File: src/rtl/mul_seq_pkg.sv
// ---------------------------------------------------------------------------
// mul_seq_pkg
// Shared definitions for the multi-cycle sequencers built around the alu.
//   state_t   : sequencer FSM state encoding (IDLE, RUN, DONE), 2 bits
//   ALU_*     : alu operation select codes driven on i_alu_ctrl
// ---------------------------------------------------------------------------
package mul_seq_pkg;

    typedef enum logic [1:0] {
        IDLE = 2'b00,
        RUN  = 2'b01,
        DONE = 2'b10
    } state_t;

    localparam logic [1:0] ALU_ADD = 2'b00;
    localparam logic [1:0] ALU_SUB = 2'b01;
    localparam logic [1:0] ALU_AND = 2'b10;
    localparam logic [1:0] ALU_OR  = 2'b11;

endpackage : mul_seq_pkg

File: src/rtl/alu.sv
// ---------------------------------------------------------------------------
// alu
// Shared combinational N-bit ALU.
//   i_a, i_b     : operands
//   i_alu_ctrl   : ALU_ADD / ALU_SUB / ALU_AND / ALU_OR
//   o_result     : N-bit result
//   o_carry_out  : carry out of the adder (ADD), no-borrow flag (SUB),
//                  0 for logic operations
// ---------------------------------------------------------------------------
module alu
    import mul_seq_pkg::*;
#(
    parameter int N = 64
) (
    input  logic [N-1:0] i_a,
    input  logic [N-1:0] i_b,
    input  logic [1:0]   i_alu_ctrl,
    output logic [N-1:0] o_result,
    output logic         o_carry_out
);

    logic [N:0]   add_w;
    logic [N:0]   sub_w;
    logic [N-1:0] and_w;
    logic [N-1:0] or_w;

    assign add_w = {1'b0, i_a} + {1'b0, i_b};
    // Two's-complement subtract: carry out high means no borrow occurred.
    assign sub_w = {1'b0, i_a} + {1'b0, ~i_b} + {{N{1'b0}}, 1'b1};

    genvar gi;
    generate
        for (gi = 0; gi < N; gi++) begin : g_logic
            assign and_w[gi] = i_a[gi] & i_b[gi];
            assign or_w[gi]  = i_a[gi] | i_b[gi];
        end
    endgenerate

    always_comb begin
        o_result    = add_w[N-1:0];
        o_carry_out = add_w[N];
        case (i_alu_ctrl)
            ALU_ADD: begin
                o_result    = add_w[N-1:0];
                o_carry_out = add_w[N];
            end
            ALU_SUB: begin
                o_result    = sub_w[N-1:0];
                o_carry_out = sub_w[N];
            end
            ALU_AND: begin
                o_result    = and_w;
                o_carry_out = 1'b0;
            end
            default: begin
                o_result    = or_w;
                o_carry_out = 1'b0;
            end
        endcase
    end

endmodule : alu

File: src/rtl/alu_mul_seq.sv
// ---------------------------------------------------------------------------
// alu_mul_seq
// Iterative unsigned N x N -> 2N shift-add multiplier using one shared alu
// in add mode. One partial product is accumulated per RUN cycle, exactly N
// cycles per product.
//   i_clk, i_rst        : clock, asynchronous active-high reset
//   i_valid/o_ready     : operand handshake (o_ready high only in IDLE)
//   i_a, i_b            : multiplicand / multiplier, unsigned N bits
//   o_valid/i_ready     : result handshake (o_valid high only in DONE)
//   o_product           : {hi, lo} product register, 2N bits
// ---------------------------------------------------------------------------
module alu_mul_seq
    import mul_seq_pkg::*;
#(
    parameter int N = 64
) (
    input  logic           i_clk,
    input  logic           i_rst,
    input  logic           i_valid,
    output logic           o_ready,
    input  logic [N-1:0]   i_a,
    input  logic [N-1:0]   i_b,
    output logic           o_valid,
    input  logic           i_ready,
    output logic [2*N-1:0] o_product
);

    localparam int CW = $clog2(N);
    localparam logic [CW-1:0] LAST_COUNT = CW'(N - 1);

    state_t        state_q, state_d;
    logic [N-1:0]  hi_q, hi_d;
    logic [N-1:0]  lo_q, lo_d;
    logic [N-1:0]  a_q, a_d;
    logic [CW-1:0] count_q, count_d;

    logic [N-1:0]  alu_b;
    logic [N-1:0]  sum;
    logic          carry_out;

    // Add the multiplicand into the upper half only when the current
    // multiplier bit (lo[0]) is set.
    assign alu_b = lo_q[0] ? a_q : '0;

    alu #(.N(N)) u_alu (
        .i_a         (hi_q),
        .i_b         (alu_b),
        .i_alu_ctrl  (ALU_ADD),
        .o_result    (sum),
        .o_carry_out (carry_out)
    );

    always_comb begin
        state_d = state_q;
        hi_d    = hi_q;
        lo_d    = lo_q;
        a_d     = a_q;
        count_d = count_q;
        case (state_q)
            IDLE: begin
                if (i_valid) begin
                    a_d     = i_a;
                    lo_d    = i_b;
                    hi_d    = '0;
                    count_d = '0;
                    state_d = RUN;
                end
            end
            RUN: begin
                // Shift the (N+1)-bit partial sum right by one across {hi, lo};
                // consumed multiplier bits fall out of lo's LSB.
                hi_d    = {carry_out, sum[N-1:1]};
                lo_d    = {sum[0], lo_q[N-1:1]};
                count_d = count_q + 1'b1;
                if (count_q == LAST_COUNT) begin
                    state_d = DONE;
                end
            end
            DONE: begin
                if (i_ready) begin
                    state_d = IDLE;
                end
            end
            default: begin
                state_d = IDLE;
            end
        endcase
    end

    always_ff @(posedge i_clk or posedge i_rst) begin
        if (i_rst) begin
            state_q <= IDLE;
            hi_q    <= '0;
            lo_q    <= '0;
            a_q     <= '0;
            count_q <= '0;
        end else begin
            state_q <= state_d;
            hi_q    <= hi_d;
            lo_q    <= lo_d;
            a_q     <= a_d;
            count_q <= count_d;
        end
    end

    assign o_ready   = (state_q == IDLE);
    assign o_valid   = (state_q == DONE);
    assign o_product = {hi_q, lo_q};

endmodule : alu_mul_seq
File: config.mk
export PLATFORM = sky130hd
export DESIGN_NAME = alu_mul_seq
export DESIGN_NICKNAME = d
export VERILOG_FILES = /design/src/rtl/mul_seq_pkg.sv /design/src/rtl/alu.sv /design/src/rtl/alu_mul_seq.sv
export SDC_FILE = /design/constraint.sdc
export NUM_CORES = 1
export LEC_CHECK = 0
export BUFFER_PORTS_ARGS = -buffer_cell sky130_fd_sc_hd__buf_2
export CAP_MARGIN = 20
export CORE_ASPECT_RATIO = 1.2
export CORE_UTILIZATION = 55
export DETAILED_ROUTE_END_ITERATION = 10
export PLACE_DENSITY = 0.84
export SYNTH_ARGS = -nofsm -noshare
export SYNTH_HDL_FRONTEND = slang
export SYNTH_SLANG_ARGS = --single-unit
File: constraint.sdc
create_clock -name i_clk -period 7.6 [get_ports i_clk]
set_input_delay 1.52 -clock i_clk [delete_from_list [all_inputs] [get_ports i_clk]]
set_output_delay 1.52 -clock i_clk [all_outputs]
set_load 0.01 [all_outputs]
==> impl_metrics.env <==
export IMPL_status="finished clean"
export IMPL_period_share_pct=54.2
export IMPL_yosysWarnings=0
export IMPL_drtAntennaViolNets=0
export IMPL_yosysTopAreaCell="dfrtp_1"
export IMPL_htree_levels=4
export IMPL_cts_repair_resized=0
export IMPL_antenna_found_initial=0
export IMPL_synth_area_leaders="dfrtp_1, ha_1, mux2_2"
export IMPL_dp_cells=1740
export IMPL_cp_required_ns=7.90
export IMPL_yosysMostFrequentCell="dfrtp_1"
export IMPL_worstMarginPinSlew_ns=1.09
export IMPL_cts_max_path_buffers=2
export IMPL_drc=0
export IMPL_vias=10475
export IMPL_async_flop_share_pct=100
export IMPL_worstHoldStart="a_q[63]"
export IMPL_cts_root_buf="clkbuf_16"
export IMPL_hold_class="reg2reg"
export IMPL_syn_nets=1482
export IMPL_fin_area_um2=14100
export IMPL_cp_start_kind="flip-flop"
export IMPL_nets=1687
export IMPL_globalRouteTotalUtil_pct=28.2
export IMPL_syn_area_um2=12000
export IMPL_synth_edf_count=0
export IMPL_synth_seq_cells=200
export IMPL_fp_dieH_um=164
export IMPL_fin_skew_ns=0.0174
export IMPL_tritoncts="built"
export IMPL_clkTransAtPathRegs_ns=0.08
export IMPL_start_util_pct=56.8
export IMPL_die_area_um2=22500
export IMPL_arrival_ns=4.42
export IMPL_min_path_cells=1
export IMPL_cp_max_fo=65
export IMPL_p_leak_nw=6.51
export IMPL_grt_max_degree=158
export IMPL_final_layout_size_suffix_gt1_share_pct=25.4
export IMPL_reg2reg_slack_ns=3.48
export IMPL_worstSetupEndpointType="flip-flop"
export IMPL_syn_instance_count=1284
export IMPL_worstSetupPathType="reg2reg"
export IMPL_slew_viol_final=0
export IMPL_grt_overflow_total=0
export IMPL_fin_setup_tns_ns=0
export IMPL_cts_setup_buffers=0
export IMPL_finalCriticalPeriod_ns=4.12
export IMPL_r2r_start="lo_q[0]"
export IMPL_clock_fmax_mhz=243
export IMPL_r2r_end="hi_q[40]"
export IMPL_grt_pass1_wl_um=50300
export IMPL_port_buffers=261
export IMPL_relSlewSlack_pct=27.1
export IMPL_synth_seq_area_share_pct=41.6
export IMPL_numCtsBuffers=17
export IMPL_min_to="a_q[63]"
export IMPL_die_w_um=137
export IMPL_synth_area_per_cell_um2=9.38
export IMPL_dr_pass1_iters=7
export IMPL_finalHoldViolCount=0
export IMPL_rows=58
export IMPL_synth_cell_types=62
export IMPL_synthTopCellsByCount="dfrtp_1, nand2_1, o21ai_0, a21oi_1, and2_1"
export IMPL_reg2regPathDepth=13
export IMPL_setup_violations_final=0
export IMPL_final_cells=1772
export IMPL_worstSkewPairLatency_ns=0.45
export IMPL_cts_num_sinks=200
export IMPL_wl_um=31400
export IMPL_p_per_area_nw_per_um2=494
export IMPL_vias_per_cell=5.91
export IMPL_ctsHoldBuffers=0
export IMPL_dpl_hpwl_um=22100
export IMPL_grt_pass1_vias=10257
export IMPL_coreArea_um2=21200
export IMPL_ir_drop_mv=0.238
export IMPL_io_pins=262
export IMPL_place_area_um2=13500
export IMPL_area_growth_pct=16.7
export IMPL_avgRoutedWirePerCell_um=17.7
export IMPL_ys_flop_type="dfrtp_1"
export IMPL_critPathLaunch="lo_q[0]"
export IMPL_synth_top_area_share_pct=41.6
export IMPL_drv_cap=0
export IMPL_fillers=1692
export IMPL_dr_first_iter_drc_count=790
export IMPL_place_congestion=0.941
export IMPL_antenna_cells=0
export IMPL_rsz0062_at_grt="no"
worst max path at each step:
stage,cells after the start,slack (ns),endpoint
2_1_floorplan,1,0.63,a_q[0]
3_3_place_gp,15,3.69,hi_q[61]
3_5_place_dp,15,3.60,hi_q[61]
4_1_cts,15,3.56,hi_q[61]
5_1_grt,15,3.25,hi_q[61]
6_report,13,3.48,hi_q[40]
cell families (layout without fill, tap and decap cells):
kind of cell,after synthesis,in the layout,share of synthesized area [%]
DFF,200,200,41.6
adders and majority gates,66,66,6.92
and+or+nand+nor,369,369,14.4
buffers and inverters,103,321,3.28
xor gates and xnor gates,59,59,4.29
AOI/OAI and AO/OA,359,359,18.2
muxes,128,128,11.3
metal layers:
layer | vias up | share of wire [%] | GRT usage, %
met5 | - | 0 | 0
met2 | 413 | 49 | 47.5
li1 | 4994 | - | -
met1 | 5001 | 42 | 35.3
met4 | 0 | 2.5 | 10.2
met3 | 67 | 6.4 | 6.20
critical path, stage by stage, from the launching register on:
cell and delay [ns]:
dfrtp_1 0.35, buf_4 0.45, and2_1 0.21, ha_1 0.31, a21oi_1 0.33, o21ai_0 0.19
a221oi_1 0.36, o21ai_1 0.19, a41oi_1 0.66, nor4_1 0.16, or2_1 0.28, a41oi_1 0.25
xnor2_1 0.15, o21ai_1 0.07
registers in the layout, indices dropped and copies added, names as in the netlist:
| signal | flops |
|---|---|
| count_q | 6 |
| hi_q | 64 |
| state_q | 2 |
| a_q | 64 |
| lo_q | 64 |
placed cells by master (no fill, tap or decap), drive strengths merged, types with 5 or more instances in the layout:
master,instances
a211oi,8
a21o,29
a21oi,68
a31oi,16
and2,66
and3,9
buf,267
clkbuf,17
clkinv,7
dfrtp,200
ha,65
inv,30
mux2,64
mux2i,64
nand2,189
nand3,20
nand4,22
nor2,33
nor2b,5
nor3,7
o211ai,5
o21ai,150
o21bai,11
o22ai,26
o31ai,6
xnor2,35
xor2,24
per-stage QoR:
step / setup WS (ns) / utilization (%) / power, W / hold slack, ns
finish: 3.48 / 66.3 / 0.00695 / 0.502
floorplan: 0.626 / - / 0.00481 / 0.456
detailed placement: 3.60 / 63.5 / 0.00596 / 0.488
CTS: 3.56 / 66.3 / 0.00692 / 0.507
global placement: 3.69 / 63.5 / 0.00582 / 0.482
global route: 3.25 / 66.3 / 0.00747 / 0.522
where the power goes:
group	internal, W	total [W]	switching (W)
clock	0.000448	0.000932	0.000484
combinational	0.00167	0.00393	0.00226
sequential	0.00164	0.00208	0.000441
total	0.00376	0.00695	0.00319
cell type report:
type,count,area [um2],share of cell area [%]
timing repair buffer,267,1360,9.70
inverter,22,90.1,0.641
clock inverter,15,178,1.26
sequential,200,5000,35.6
tap,270,338,2.40
multi-input combinational,981,6660,47.4
clock buffer,17,425,3.03
Note: power is estimated with default switching activity, not from simulation.
